[src/rtl/reg_pipe_if.sv]
// -----------------------------------------------------------------------------
// reg_pipe_if
// Bundle of every reg_pipe signal apart from clock and reset.
//   CE        : clock enable for shift, refill counter and depth sampling
//   SCLR      : synchronous clear, active-high
//   DEPTH     : requested depth, 0..MAX_DEPTH (larger values are clamped)
//   IN_VALID  : input word valid
//   IN_DATA   : input word
//   OUT_VALID : output word valid
//   OUT_DATA  : output word
//   FILLING   : refill in progress after a depth change
//   DEPTH_ERR : sticky out-of-range depth flag
//   OUT_CNT   : saturating valid-output count (only with REG_PIPE_STATS_EN)
// Modports: master drives the inputs (producer/bench), slave is the pipe.
// -----------------------------------------------------------------------------
interface reg_pipe_if #(
  parameter int WIDTH     = 18,
  parameter int MAX_DEPTH = 4
);
  localparam int DW = $clog2(MAX_DEPTH + 1);

  logic             CE;
  logic             SCLR;
  logic [DW-1:0]    DEPTH;
  logic             IN_VALID;
  logic [WIDTH-1:0] IN_DATA;
  logic             OUT_VALID;
  logic [WIDTH-1:0] OUT_DATA;
  logic             FILLING;
  logic             DEPTH_ERR;
`ifdef REG_PIPE_STATS_EN
  logic [15:0]      OUT_CNT;

  modport master (
    output CE, SCLR, DEPTH, IN_VALID, IN_DATA,
    input  OUT_VALID, OUT_DATA, FILLING, DEPTH_ERR, OUT_CNT
  );
  modport slave (
    input  CE, SCLR, DEPTH, IN_VALID, IN_DATA,
    output OUT_VALID, OUT_DATA, FILLING, DEPTH_ERR, OUT_CNT
  );
`else
  modport master (
    output CE, SCLR, DEPTH, IN_VALID, IN_DATA,
    input  OUT_VALID, OUT_DATA, FILLING, DEPTH_ERR
  );
  modport slave (
    input  CE, SCLR, DEPTH, IN_VALID, IN_DATA,
    output OUT_VALID, OUT_DATA, FILLING, DEPTH_ERR
  );
`endif
endinterface

[src/rtl/reg_pipe.sv]
// -----------------------------------------------------------------------------
// reg_pipe
// Run-time selectable latency register pipeline (0..MAX_DEPTH stages) with a
// valid bit per stage. Used to match latency between DSP channels without
// re-synthesis. A depth change invalidates the pipe contents and holds
// OUT_VALID low (FILLING=1) until the first word written after the change
// has reached the selected output stage.
//
// Ports:
//   CLK  : clock, rising edge
//   RST  : asynchronous reset, active-low
//   bus  : reg_pipe_if.slave (CE, SCLR, DEPTH, IN_*, OUT_*, FILLING,
//          DEPTH_ERR, and OUT_CNT when enabled)
//
// Optional feature: define REG_PIPE_STATS_EN to add OUT_CNT, a 16-bit
// saturating count of CE edges on which OUT_VALID was high.
// -----------------------------------------------------------------------------
module reg_pipe #(
  parameter int WIDTH     = 18,
  parameter int MAX_DEPTH = 4
) (
  input  logic     CLK,
  input  logic     RST,
  reg_pipe_if.slave bus
);
  localparam int DW = $clog2(MAX_DEPTH + 1);

  typedef enum logic {
    ST_RUN  = 1'b0,
    ST_FILL = 1'b1
  } state_t;

  logic [WIDTH-1:0] s_q [1:MAX_DEPTH];
  logic [WIDTH-1:0] s_d [1:MAX_DEPTH];
  logic [MAX_DEPTH:1] v_q, v_d;
  logic [DW-1:0]    dq_q, dq_d;
  logic [DW-1:0]    fc_q, fc_d;
  state_t           state_q, state_d;
  logic             err_q, err_d;

  logic [DW-1:0]    depth_clamp_s;
  logic             depth_over_s;
  logic [DW-1:0]    fc_next_s;
  logic             fill_done_s;
  logic             out_valid_s;
  logic [WIDTH-1:0] out_data_s;

  // Clamp the requested depth and flag out-of-range requests.
  always_comb begin
    depth_over_s  = (bus.DEPTH > DW'(MAX_DEPTH));
    depth_clamp_s = depth_over_s ? DW'(MAX_DEPTH) : bus.DEPTH;
  end

  // Refill end detection: leave FILL once the first word written on the
  // change edge sits in stage dq. Depths 0 and 1 need one extra edge because
  // the change edge itself is spent entering FILL.
  always_comb begin
    fc_next_s   = fc_q + DW'(1);
    fill_done_s = (dq_q <= DW'(1)) || (fc_next_s >= (dq_q - DW'(1)));
  end

  // Next-state logic: clear > depth change > plain shift.
  always_comb begin
    s_d     = s_q;
    v_d     = v_q;
    dq_d    = dq_q;
    fc_d    = fc_q;
    state_d = state_q;
    err_d   = err_q;
    if (bus.SCLR) begin
      for (int k = 1; k <= MAX_DEPTH; k++) begin
        s_d[k] = '0;
      end
      v_d     = '0;
      dq_d    = depth_clamp_s;
      fc_d    = '0;
      state_d = ST_RUN;
    end else if (bus.CE) begin
      s_d[1] = bus.IN_DATA;
      v_d[1] = bus.IN_VALID;
      for (int k = 2; k <= MAX_DEPTH; k++) begin
        s_d[k] = s_q[k-1];
        v_d[k] = v_q[k-1];
      end
      if (state_q == ST_RUN) begin
        if (depth_over_s) begin
          err_d = 1'b1;
        end else begin
          err_d = err_q;
        end
        if (depth_clamp_s != dq_q) begin
          // Old contents belong to the previous latency; only the word
          // entering this edge stays valid.
          for (int k = 2; k <= MAX_DEPTH; k++) begin
            v_d[k] = 1'b0;
          end
          dq_d    = depth_clamp_s;
          fc_d    = '0;
          state_d = ST_FILL;
        end else begin
          state_d = ST_RUN;
        end
      end else begin
        fc_d = fc_next_s;
        if (fill_done_s) begin
          state_d = ST_RUN;
        end else begin
          state_d = ST_FILL;
        end
      end
    end else begin
      state_d = state_q;
    end
  end

  // Pipeline, depth, refill and error state registers.
  always_ff @(posedge CLK or negedge RST) begin
    if (!RST) begin
      for (int k = 1; k <= MAX_DEPTH; k++) begin
        s_q[k] <= '0;
      end
      v_q     <= '0;
      dq_q    <= '0;
      fc_q    <= '0;
      state_q <= ST_RUN;
      err_q   <= 1'b0;
    end else begin
      s_q     <= s_d;
      v_q     <= v_d;
      dq_q    <= dq_d;
      fc_q    <= fc_d;
      state_q <= state_d;
      err_q   <= err_d;
    end
  end

  // Output select: depth 0 is a pure combinational bypass.
  always_comb begin
    out_valid_s = bus.IN_VALID;
    out_data_s  = bus.IN_DATA;
    if (dq_q != DW'(0)) begin
      out_data_s  = s_q[dq_q];
      out_valid_s = v_q[dq_q] & (state_q == ST_RUN);
    end else begin
      out_valid_s = bus.IN_VALID;
      out_data_s  = bus.IN_DATA;
    end
  end

  assign bus.OUT_VALID = out_valid_s;
  assign bus.OUT_DATA  = out_data_s;
  assign bus.FILLING   = (state_q == ST_FILL);
  assign bus.DEPTH_ERR = err_q;

`ifdef REG_PIPE_STATS_EN
  logic [15:0] cnt_q, cnt_d;

  // Saturating count of CE edges carrying a valid output word.
  always_comb begin
    cnt_d = cnt_q;
    if (bus.SCLR) begin
      cnt_d = 16'h0000;
    end else if (bus.CE && out_valid_s && (cnt_q != 16'hFFFF)) begin
      cnt_d = cnt_q + 16'h0001;
    end else begin
      cnt_d = cnt_q;
    end
  end

  // Statistics counter register.
  always_ff @(posedge CLK or negedge RST) begin
    if (!RST) begin
      cnt_q <= 16'h0000;
    end else begin
      cnt_q <= cnt_d;
    end
  end

  assign bus.OUT_CNT = cnt_q;
`endif

endmodule
[src/flat_wrapper.sv]
// flat-port wrapper written by rule: the top's interface ports become plain ports
module reg_pipe_flat 
#(
  parameter int WIDTH     = 18,
  parameter int MAX_DEPTH = 4
)
  (CLK, RST, bus_CE, bus_SCLR, bus_DEPTH, bus_IN_VALID, bus_IN_DATA, bus_OUT_VALID, bus_OUT_DATA, bus_FILLING, bus_DEPTH_ERR);
  reg_pipe_if #(.WIDTH(WIDTH), .MAX_DEPTH(MAX_DEPTH)) bus_i ();
  input  logic CLK;
  input  logic RST;
  input wire logic [$bits(bus_i.CE)-1:0] bus_CE;
  input wire logic [$bits(bus_i.SCLR)-1:0] bus_SCLR;
  input wire logic [$bits(bus_i.DEPTH)-1:0] bus_DEPTH;
  input wire logic [$bits(bus_i.IN_VALID)-1:0] bus_IN_VALID;
  input wire logic [$bits(bus_i.IN_DATA)-1:0] bus_IN_DATA;
  output wire logic [$bits(bus_i.OUT_VALID)-1:0] bus_OUT_VALID;
  output wire logic [$bits(bus_i.OUT_DATA)-1:0] bus_OUT_DATA;
  output wire logic [$bits(bus_i.FILLING)-1:0] bus_FILLING;
  output wire logic [$bits(bus_i.DEPTH_ERR)-1:0] bus_DEPTH_ERR;
  assign bus_i.CE = bus_CE;
  assign bus_i.SCLR = bus_SCLR;
  assign bus_i.DEPTH = bus_DEPTH;
  assign bus_i.IN_VALID = bus_IN_VALID;
  assign bus_i.IN_DATA = bus_IN_DATA;
  assign bus_OUT_VALID = bus_i.OUT_VALID;
  assign bus_OUT_DATA = bus_i.OUT_DATA;
  assign bus_FILLING = bus_i.FILLING;
  assign bus_DEPTH_ERR = bus_i.DEPTH_ERR;
  reg_pipe #(.WIDTH(WIDTH), .MAX_DEPTH(MAX_DEPTH)) u_core (.CLK(CLK), .RST(RST), .bus(bus_i));
endmodule
[config.mk]
export PLATFORM = sky130hd
export DESIGN_NAME = reg_pipe_flat
export DESIGN_NICKNAME = d
export VERILOG_FILES = /design/src/rtl/reg_pipe_if.sv /design/src/rtl/reg_pipe.sv /design/src/flat_wrapper.sv
export SDC_FILE = /design/constraint.sdc
export NUM_CORES = 1
export LEC_CHECK = 0
export BUFFER_PORTS_ARGS = -buffer_cell sky130_fd_sc_hd__buf_2
export CAP_MARGIN = 20
export CORE_MARGIN = 10
export CORE_UTILIZATION = 36
export DETAILED_ROUTE_END_ITERATION = 8
export GPL_TIMING_DRIVEN = 0
export SLEW_MARGIN = 10
export SYNTH_ARGS = -nofsm -noshare
export SYNTH_HDL_FRONTEND = slang
export SYNTH_SLANG_ARGS = --single-unit
[constraint.sdc]
create_clock -name CLK -period 3.1 [get_ports CLK]
set_input_delay 0.62 -clock CLK [delete_from_list [all_inputs] [get_ports CLK]]
set_output_delay 0.62 -clock CLK [all_outputs]
set_load 0.02 [all_outputs]
==> results.sh <==
export IMPL_antenna_cells=0
export IMPL_via_per_inst=5.38
export IMPL_clk_latency_ps=340
export IMPL_slew_viol_final=0
export IMPL_cts_clk_slew_worst_paths_ps=60
export IMPL_numCtsBuffers=9
export IMPL_grt_usage=0.147
export IMPL_ys_seq_area_frac=0.479
export IMPL_areaGrowthSynthToFinish_pct=17.2
export IMPL_cp_common_cell="buf_6"
export IMPL_crit_path_top_delay_cell="dfrtp_1"
export IMPL_critPathArrivalTime_ps=2380
export IMPL_rr_startpoint="u_core.dq_q[0]"
export IMPL_synth_edf_count=0
export IMPL_overflow=0
export IMPL_endpoint_kind="primary output"
export IMPL_path_delay_family="buffers and inverters"
export IMPL_cp_num_cells=9
export IMPL_synth_main_ff_cell="dfrtp_1"
export IMPL_die_w_microns=130
export IMPL_synth_distinct_cells=34
export IMPL_drtAntennaViolNets=0
export IMPL_worst_pin_slew_ps=694
export IMPL_syn_num_nets=448
export IMPL_fin_skew_ps=4.85
export IMPL_max_slew_margin=0.537
export IMPL_clock_sinks=84
export IMPL_setup_tns_ps=0
export IMPL_io_buffers=45
export IMPL_crit_chain="buf_4 -> buf_6 -> inv_1 -> ha_1 -> clkbuf_4 -> buf_6 -> a221oi_1 -> o31ai_1 -> buf_2"
export IMPL_cpPeakStageDelay_ps=360
export IMPL_rr_endpoint="u_core.bus.FILLING"
export IMPL_critPathBufInv=6
export IMPL_start_kind="flop"
export IMPL_max_freq_mhz=333
export IMPL_synth_area_sq_um=4380
export IMPL_nNetsFinal=505
export IMPL_drt_initial_drc_count=266
export IMPL_grt_max_degree=52
export IMPL_whs_ps=230
export IMPL_drive_gt1_frac=0.197
export IMPL_hpwlAfterDp_microns=8100
export IMPL_synthArstFlopShare=1.00
export IMPL_cts_tree="built"
export IMPL_rrSetupSlack_ps=700
export IMPL_initial_core_util=0.367
export IMPL_floorplan_core_area_sq_um=12000
export IMPL_dieArea_sq_um=17000
export IMPL_antenna_found_initial=0
export IMPL_ctsHoldBuffers=0
export IMPL_syn_avg_cell_area_sq_um=10.5
export IMPL_ys_seq_elements=84
export IMPL_cts_root_buf="clkbuf_16"
export IMPL_grt_first_pass_wirelength_microns=19300
export IMPL_vias=3350
export IMPL_syn_instance_count=416
export IMPL_leakagePower_nw=2.55
export IMPL_period_minus_slack_ps=3000
export IMPL_io_pins=47
export IMPL_rows=40
export IMPL_worstPathRequired_ps=2480
export IMPL_status="finished, final reports clean"
export IMPL_ir_drop_mv=0.249
export IMPL_grt_pass1_vias=3553
export IMPL_yosysWarnings=0
export IMPL_r2r_cells=8
export IMPL_h_tree_depth=3
export IMPL_hold_viol_final=0
export IMPL_clockBufferDepth=2
export IMPL_cts_setup_buffers=0
export IMPL_drv_cap=0
export IMPL_fin_crit_sh=0.969
export IMPL_critical_path_max_fanout=10
export IMPL_startpoint="u_core.dq_q[1]"
export IMPL_hp_class="input port to asynchronous set/reset pin"
export IMPL_drt_pass1_iterations=4
export IMPL_rsz0062_at_grt="no"
export IMPL_finalSetupViolCount=0
export IMPL_critical_path_class="flop to primary output"
export IMPL_route_detailed_drc=0
export IMPL_post_drt_wl_per_cell_microns=19.0
export IMPL_gp_congestion=0.807
export IMPL_wirelength_microns=11900
export IMPL_die_h_microns=130
export IMPL_pwr_density_cell_nw_per_um2=530
export IMPL_endpoint="bus_OUT_DATA[8]"
state kept, by name, indices dropped and copies added, names as in the netlist:
signal                count
u_core.v_q                4
u_core.fc_q               3
u_core.s_q               72
u_core.bus.DEPTH_ERR      1
u_core.bus.FILLING        1
u_core.dq_q               3
routing by layer:
metal  global-route usage  share of wire  vias up
met5                    0              0        -
met1                0.194           0.46     1691
met2                0.233           0.48       68
met4               0.0491          0.016        0
met3               0.0304          0.039       12
li1                     -              -     1579
power by group:
part           internal [mW]  switching (mW)  total [mW]
registers               1.13          0.0275        1.16
clock network          0.613           0.417        1.03
logic                  0.202           0.331       0.533
total                   1.95           0.775        2.72
synth_stat cells, types with 4 or more instances:
cell type  number  area, sq um
nand2_1        21         78.8
mux2_2          9          101
mux2_1         10          113
a221oi_1       18          158
clkbuf_1       12         45.0
nor2_1         81          304
mux2i_1        76          761
buf_2          15         75.1
o31ai_1        19          143
ha_1            6         75.1
nand3_1         4         20.0
dfrtp_1        84         2100
nor2b_1        23          144
inv_1           5         18.8
cells by family after synthesis:
group | after synthesis | share of synthesized area
buffers and inverters | 39 | 0.0420
xor gates and xnor gates | 4 | 0.00799
DFF | 84 | 0.479
muxes | 95 | 0.222
adders and majority gates | 6 | 0.0171
AOI/OAI and AO/OA | 53 | 0.0962
and+or+nand+nor | 135 | 0.135
worst reg2reg max path, stage by stage, from the launching register on:
cell and delay, ps:
dfrtp_1 420, buf_6 190, clkinvlp_4 160, ha_1 330, ha_1 260, o21ai_0 150
a21oi_1 60, or4_4 480, a311oi_2 260
cell usage in the layout, fill, tap and decap left out, types with 2 or more instances in the layout:
cell type  count
a21oi_1        2
a221oi_1      17
a32o_1         2
buf_1          3
buf_2         57
buf_4          5
buf_6          3
clkbuf_1      10
clkbuf_16      9
clkinv_2       2
dfrtp_1       84
ha_1           6
inv_1          4
mux2_1        10
mux2_2         9
mux2i_1       76
nand2_1       21
nand2b_1       3
nand3_1        4
nor2_1        81
nor2b_1       23
o21ai_0        2
o21ai_1        3
o31ai_1       19
xnor2_1        3
area by class of cell:
class,instances,area [sq um]
fillers,1169,6820
repair buffers,46,258
inverters,5,22.5
flip-flops and latches,84,2100
clock inverters,3,40.0
plain buffers,34,194
multi-input cells,293,2100
clock buffers,11,233
well taps,147,184
stage by stage:
step	cell area, sq um	total power, mW	instances	util	setup slack (ps)
after CTS	5120	2.74	623	0.428	3.34
final	5140	2.72	623	0.429	96.5
after floorplan	4380	1.51	416	-	473
after detailed placement	4820	1.70	609	0.403	-276
after global placement	4790	1.69	608	0.401	-217
after global routing	5140	2.85	623	0.429	9.68
timing repair:
action	in CTS	in global routing
endpoints found under the setup margin	19	10
pin swaps	2	5
resized for setup	8	8
worst min-delay path by stage:
stage | start | end | cells past startpoint
5_1_grt | RST | u_core.s_q[59] | 1
6_report | RST | u_core.s_q[59] | 1
3_5_place_dp | u_core.bus.DEPTH_ERR | u_core.bus.DEPTH_ERR | 1
2_1_floorplan | RST | u_core.bus.DEPTH_ERR | 0
3_3_place_gp | u_core.bus.DEPTH_ERR | u_core.bus.DEPTH_ERR | 1
4_1_cts | RST | u_core.s_q[23] | 1
(Power assumes the default switching activity.)
